===== src/rtl/gat_bram_loader.sv =====
// ---------------------------------------------------------------------------
// gat_bram_loader
//
// Upstream load stage for one GAT accelerator input BRAM (H data, H node-info
// or weight). A start pulse arms a load of `len` words; the loader then takes
// 32-bit words from a valid/ready stream and writes them one per cycle to BRAM
// port A at consecutive word addresses (byte address = word index * 4). When
// the final word has been written, load_done rises and stays high until the
// next accepted start. A length/tlast disagreement or an oversize request sets
// the sticky err_len flag.
//
// Ports:
//   clk, rst_n      - clock, asynchronous active-low reset
//   start, len      - one-cycle load request and word count (sampled on accept)
//   s_tdata/s_tvalid/s_tready/s_tlast - input word stream
//   bram_din/bram_ena/bram_wea/bram_addra - BRAM port A write interface
//   load_done       - level, all words of the load written
//   busy            - high while loading or flushing the final write
//   err_len         - sticky length/tlast mismatch or oversize request
//   words_loaded    - words written in the current or last load
// ---------------------------------------------------------------------------
module gat_bram_loader #(
  parameter int DEPTH  = 242101,
  parameter int ADDR_W = $clog2(DEPTH) + 2,
  parameter int CNT_W  = $clog2(DEPTH + 1)
) (
  input  logic              clk,
  input  logic              rst_n,
  input  logic              start,
  input  logic [CNT_W-1:0]  len,
  input  logic [31:0]       s_tdata,
  input  logic              s_tvalid,
  output logic              s_tready,
  input  logic              s_tlast,
  output logic [31:0]       bram_din,
  output logic              bram_ena,
  output logic              bram_wea,
  output logic [ADDR_W-1:0] bram_addra,
  output logic              load_done,
  output logic              busy,
  output logic              err_len,
  output logic [CNT_W-1:0]  words_loaded
);

  typedef enum logic [1:0] {
    ST_IDLE  = 2'd0,
    ST_LOAD  = 2'd1,
    ST_FLUSH = 2'd2,
    ST_DONE  = 2'd3
  } state_t;

  localparam logic [CNT_W-1:0] DEPTH_C = CNT_W'(DEPTH);

  state_t             state_q, state_d;
  logic [CNT_W-1:0]   len_q, len_d;
  logic [CNT_W-1:0]   cnt_q, cnt_d;
  logic [CNT_W-1:0]   words_loaded_q, words_loaded_d;
  logic [31:0]        bram_din_q, bram_din_d;
  logic [ADDR_W-1:0]  bram_addra_q, bram_addra_d;
  logic               bram_en_q, bram_en_d;
  logic               load_done_q, load_done_d;
  logic               err_len_q, err_len_d;

  logic [CNT_W-1:0]   last_idx;
  logic [CNT_W+1:0]   wr_byte_addr;
  logic               beat;
  logic               count_hit;
  logic               oversize;

  // Ready depends only on the state so the stream never sees a bubble
  // inside LOAD; it drops the cycle after the final beat.
  assign s_tready = (state_q == ST_LOAD);
  assign beat     = s_tready && s_tvalid;

  // len_q is at least 1 whenever LOAD is entered, so last_idx never wraps
  // in a state where it is used.
  assign last_idx     = len_q - CNT_W'(1);
  assign count_hit    = (cnt_q == last_idx);
  assign oversize     = (len > DEPTH_C);
  assign wr_byte_addr = {cnt_q, 2'b00};

  // Next-state and next-output logic. Write strobes default low every cycle;
  // data/address hold so the BRAM port shows the last written location.
  always_comb begin
    state_d        = state_q;
    len_d          = len_q;
    cnt_d          = cnt_q;
    words_loaded_d = words_loaded_q;
    bram_din_d     = bram_din_q;
    bram_addra_d   = bram_addra_q;
    bram_en_d      = 1'b0;
    load_done_d    = load_done_q;
    err_len_d      = err_len_q;

    case (state_q)
      ST_IDLE, ST_DONE: begin
        if (start) begin
          // Clamp to the BRAM size so the address can never wrap.
          len_d          = oversize ? DEPTH_C : len;
          err_len_d      = oversize;
          load_done_d    = 1'b0;
          words_loaded_d = '0;
          cnt_d          = '0;
          state_d        = (len == '0) ? ST_DONE : ST_LOAD;
        end else if (state_q == ST_DONE) begin
          // Covers the zero-length case, where DONE is entered with
          // load_done still low.
          load_done_d = 1'b1;
        end
      end

      ST_LOAD: begin
        if (beat) begin
          bram_en_d      = 1'b1;
          bram_din_d     = s_tdata;
          bram_addra_d   = wr_byte_addr[ADDR_W-1:0];
          cnt_d          = cnt_q + CNT_W'(1);
          words_loaded_d = cnt_q + CNT_W'(1);
          // The final beat is either the counted last word or any tlast;
          // disagreement between the two is a length error.
          if (count_hit || s_tlast) begin
            state_d   = ST_FLUSH;
            err_len_d = err_len_q | (count_hit != s_tlast);
          end
        end
      end

      ST_FLUSH: begin
        state_d     = ST_DONE;
        load_done_d = 1'b1;
      end

      default: state_d = ST_IDLE;
    endcase
  end

  // State and registered outputs.
  always_ff @(posedge clk or negedge rst_n) begin
    if (!rst_n) begin
      state_q        <= ST_IDLE;
      len_q          <= '0;
      cnt_q          <= '0;
      words_loaded_q <= '0;
      bram_din_q     <= '0;
      bram_addra_q   <= '0;
      bram_en_q      <= 1'b0;
      load_done_q    <= 1'b0;
      err_len_q      <= 1'b0;
    end else begin
      state_q        <= state_d;
      len_q          <= len_d;
      cnt_q          <= cnt_d;
      words_loaded_q <= words_loaded_d;
      bram_din_q     <= bram_din_d;
      bram_addra_q   <= bram_addra_d;
      bram_en_q      <= bram_en_d;
      load_done_q    <= load_done_d;
      err_len_q      <= err_len_d;
    end
  end

  assign bram_din     = bram_din_q;
  assign bram_ena     = bram_en_q;
  assign bram_wea     = bram_en_q;
  assign bram_addra   = bram_addra_q;
  assign load_done    = load_done_q;
  assign err_len      = err_len_q;
  assign words_loaded = words_loaded_q;
  assign busy         = (state_q == ST_LOAD) || (state_q == ST_FLUSH);

endmodule


===== config.mk =====
export PLATFORM = sky130hd
export DESIGN_NAME = gat_bram_loader
export DESIGN_NICKNAME = d
export VERILOG_FILES = /design/src/rtl/gat_bram_loader.sv
export SDC_FILE = /design/constraint.sdc
export NUM_CORES = 1
export LEC_CHECK = 0
export CAP_MARGIN = 20
export CORE_MARGIN = 5
export CORE_UTILIZATION = 30
export CTS_CLUSTER_DIAMETER = 50
export CTS_CLUSTER_SIZE = 30
export DETAILED_ROUTE_END_ITERATION = 10
export GPL_TIMING_DRIVEN = 1
export PLACE_DENSITY = 0.58
export SKIP_LAST_GASP = 1
export SYNTH_ARGS = -nofsm -noshare
export SYNTH_HDL_FRONTEND = slang
export SYNTH_SLANG_ARGS = --single-unit

===== constraint.sdc =====
create_clock -name clk -period 3.8 [get_ports clk]
set_input_delay 0.38 -clock clk [delete_from_list [all_inputs] [get_ports clk]]
set_output_delay 0.38 -clock clk [all_outputs]
set_load 0.1 [all_outputs]

==> metrics.md <==
| Metric | Value |
|---|---|
| Syn-to-layout area delta | 37.3% |
| Die Ht | 134 um |
| Vias per cell | 4.84 |
| CP cell instances | inv_1 > ha_1 > nor4b_2 > and3_2 > xnor2_1 > mux2i_1 > a221oi_1 > nand3_1 > ha_1 > o21ai_0 > nor2b_1 > nor2_1 > a21oi_1 |
| Clock root buffer master | clkbuf_16 |
| Path depth of the worst reg2reg path | 13 |
| Gpl congestion | 0.847 |
| LEAKAGE | 2.62 nW |
| Post-route DRC | 0 |
| Fmax | 299 MHz |
| RSZ-0062 raised after global routing | false |
| CTS tree | built |
| Commonest non-fill, non-tap cell in the layout | clkdlybuf4s50_1 |
| GRT Util Overall | 0.129 |
| Status | finished, final reports clean |
| Post-CTS Hold Fix Bufs | 0 |
| Post_cts resized | 0 |
| Layout cell share with drive strength beyond 1 | 0.141 |
| Clock skew | 6.11 ps |
| Kind of cell adding the most delay to the critical path | simple AND/OR/NAND/NOR gates |
| CTS Buf Count | 9 |
| PortBufs | 128 |
| Core area | 15100 um2 |
| Detail Route Antenna Nets | 0 |
| Worst min path class | input port to asynchronous set/reset pin |
| Syn avg cell area | between 10 and 15 um2 |
| Synth Area in Adders | 0.0190 |
| Worst path depth | 13 |
| Clk slew on worst S/H paths | 70 ps |
| Die Wd | ~130 um |
| Initial Utilization | 0.304 |
| Critical path class | register to register |
| Vias post-DR | 3620 |
| Simple-gate share of the synthesized area | 0.192 |
| Grt ovf | 0 |
| Crit. End Element | register |
| Later-pin clock latency in the skew report | 340 ps |
| Slew @ Worst Pin | 1020 ps |
| N_diodes | 0 |
| Peak VDD IR | 0.347 mV |
| Slowest CP cell | nor4b_2 |
| Distinct cell type count after synthesis | 54 |
| Critical path buffers and inverters | 1 |
| Post-DP HPWL | 8.70 mm |
| First-pass GRT wire length | between 15 and 20 mm |
| Most frequent cells in the layout | clkdlybuf4s50_1 (127), dfrtp_1 (91), nand2_1 (52), mux2_2 (49), nor2_1 (31) |
| Final Hold Fails | 0 |
| Clk sinks | 91 |
| Multiplexer area fraction after synthesis | 0.131 |
| Seq cells post-synth | 91 |
| Post-layout min period | 3340 ps |
| Max Cap Viol | 0 |
| Slew headroom | 0.321 |
| CP arrival | 3610 ps |
| Fraction of the mapped netlist area in compound gates | 0.0636 |
| Mapped Cells | 436 |
| Row count | 45 |
| Clk buf depth | 2 |
| Final worst path period share | 0.879 |
| IO Count | 131 |
| Startpoint Class | register |
| Most frequent CP cell | ha_1 |
| Pwr dens | around 900 nW/um2 |
| Total wire length | 11.4 mm |
| Mapped cell area | 4600 um2 |
| Slowest stage delay, CP | 460 ps |
| Largest family of logic cells by synthesized area | simple AND/OR/NAND/NOR gates |
| Pins over their slew limit | 0 |
| Total Nets Final | 617 |
| XOR/XNOR share of the synthesized area | 0.0666 |
| Final setup violation count | 0 |
| Pin count of the biggest net entering global routing | 69 |
| WP data required | 4070 ps |
| CP max FO | 8 |
| Yosys warnings | 0 |
| Fillers | 1427 |
| H-tree levels | 3 |
| Vias in the first global route | 3630 |
| Total power | 5.64 mW |
| Drt first-iter violations | between 200 and 250 |
| Initial antenna violation count | 0 |
| WL/cell | between 15 and 20 um |
| TNS Setup | 0 ps |
| Sequential share of the synthesized area | 0.495 |
| DRT Pass-1 Iters | 4 |
| Die Area | 17900 um2 |
| Number of setup buffers added after CTS | 0 |
-- stage by stage --
step / instance area (um2) / std cells / hold slack [ps] / setup slack (ps) / utilization
5_1_grt: 6320 / 748 / 218 / 129 / 0.417
4_1_cts: 6320 / 748 / 173 / 438 / 0.417
6_report: 6320 / 748 / 131 / 460 / 0.417
3_3_place_gp: 6040 / 732 / 470 / 649 / 0.399
2_1_floorplan: 4610 / 437 / 84.4 / 1000 / -
3_5_place_dp: 6040 / 732 / 478 / 446 / 0.399
-- state kept, by name (all words and copies together) (netlist names) --
register / flops
load_done: 1
words_loaded: 18
bram_addra: 18
err_len: 1
bram_din: 32
bram_ena: 1
state_q: 2
len_q: 18
-- cells in the mapped netlist (all sizes together) --
cell | n | area, um2
dfrtp | 91 | 2280
nand2 | 53 | 199
mux2 | 49 | 552
nor2 | 32 | 123
o21ai | 22 | 110
xnor2 | 18 | 158
xor2 | 17 | 149
nor3 | 15 | 80.1
clkbuf | 14 | 52.6
nand3 | 13 | 70.1
inv | 11 | 41.3
nor4 | 11 | 120
buf | 10 | 55.1
nand4 | 10 | 62.6
a21oi | 7 | 35.0
ha | 7 | 87.6
and3 | 6 | 38.8
a31oi | 5 | 31.3
mux2i | 5 | 50.1
nor2b | 5 | 31.3
and4 | 3 | 26.3
nand2b | 3 | 18.8
nor4b | 3 | 32.5
and2 | 2 | 12.5
nor3b | 2 | 20.0
o2111ai | 2 | 17.5
o22a | 2 | 17.5
o311ai | 2 | 17.5
or3 | 2 | 12.5
a221oi | 1 | 8.76
a2bb2oi | 1 | 8.76
a32oi | 1 | 8.76
and3b | 1 | 8.76
clkinv | 1 | 3.75
conb | 1 | 3.75
nand3b | 1 | 7.51
nand4b | 1 | 8.76
o211ai | 1 | 7.51
o21a | 1 | 7.51
o221ai | 1 | 8.76
o22ai | 1 | 6.26
o31ai | 1 | 7.51
or4b | 1 | 10.0
-- worst paths after layout --
check                               from            end  slack, ps
min in group clk           bram_addra[3]  bram_addra[3]        490
setup reg to reg                len_q[0]     state_q[0]        460
setup / recovery                len_q[0]     state_q[0]        460
hold reg to reg            bram_addra[3]  bram_addra[3]        490
hold / removal                     rst_n   bram_din[25]        130
max in group asynchronous          rst_n      len_q[12]       2820
-- layer usage --
layer	vias to the layer above	share of wire	track usage
met5	-	0	0
met4	0	0.014	0.0411
met3	19	0.065	0.0356
met2	123	0.45	0.198
met1	1711	0.47	0.178
li1	1767	-	-
-- kinds of logic after synthesis --
| family | count (synthesis) |
|---|---|
| XOR/XNOR | 35 |
| AO/OA/AOI/OAI | 48 |
| adder cells (fa/ha/maj) | 7 |
| other | 1 |
| buffers and inverters | 36 |
| multiplexers | 54 |
| flip-flops | 91 |
| AND/OR/NAND/NOR | 164 |
-- layout make-up --
| class | count | area [um2] | area share |
|---|---|---|---|
| clock buffers | 11 | 243 | 0.0384 |
| clock inverters | 5 | 37.5 | 0.00594 |
| inverters | 12 | 45.0 | 0.00713 |
| multi-input cells | 310 | 2180 | 0.345 |
| flip-flops and latches | 91 | 2280 | 0.360 |
| well taps | 188 | 235 | 0.0372 |
| repair buffers | 131 | 1300 | 0.206 |
-- power breakdown --
group	internal, mW	total (mW)	switching, mW	leakage (nW)
Clock	0.463	0.837	0.373	0.132
Combinational	0.909	3.23	2.32	1.33
Sequential	1.27	1.57	0.300	1.16
Total	2.65	5.64	2.99	2.62
Power figures use the tool's default switching activity.
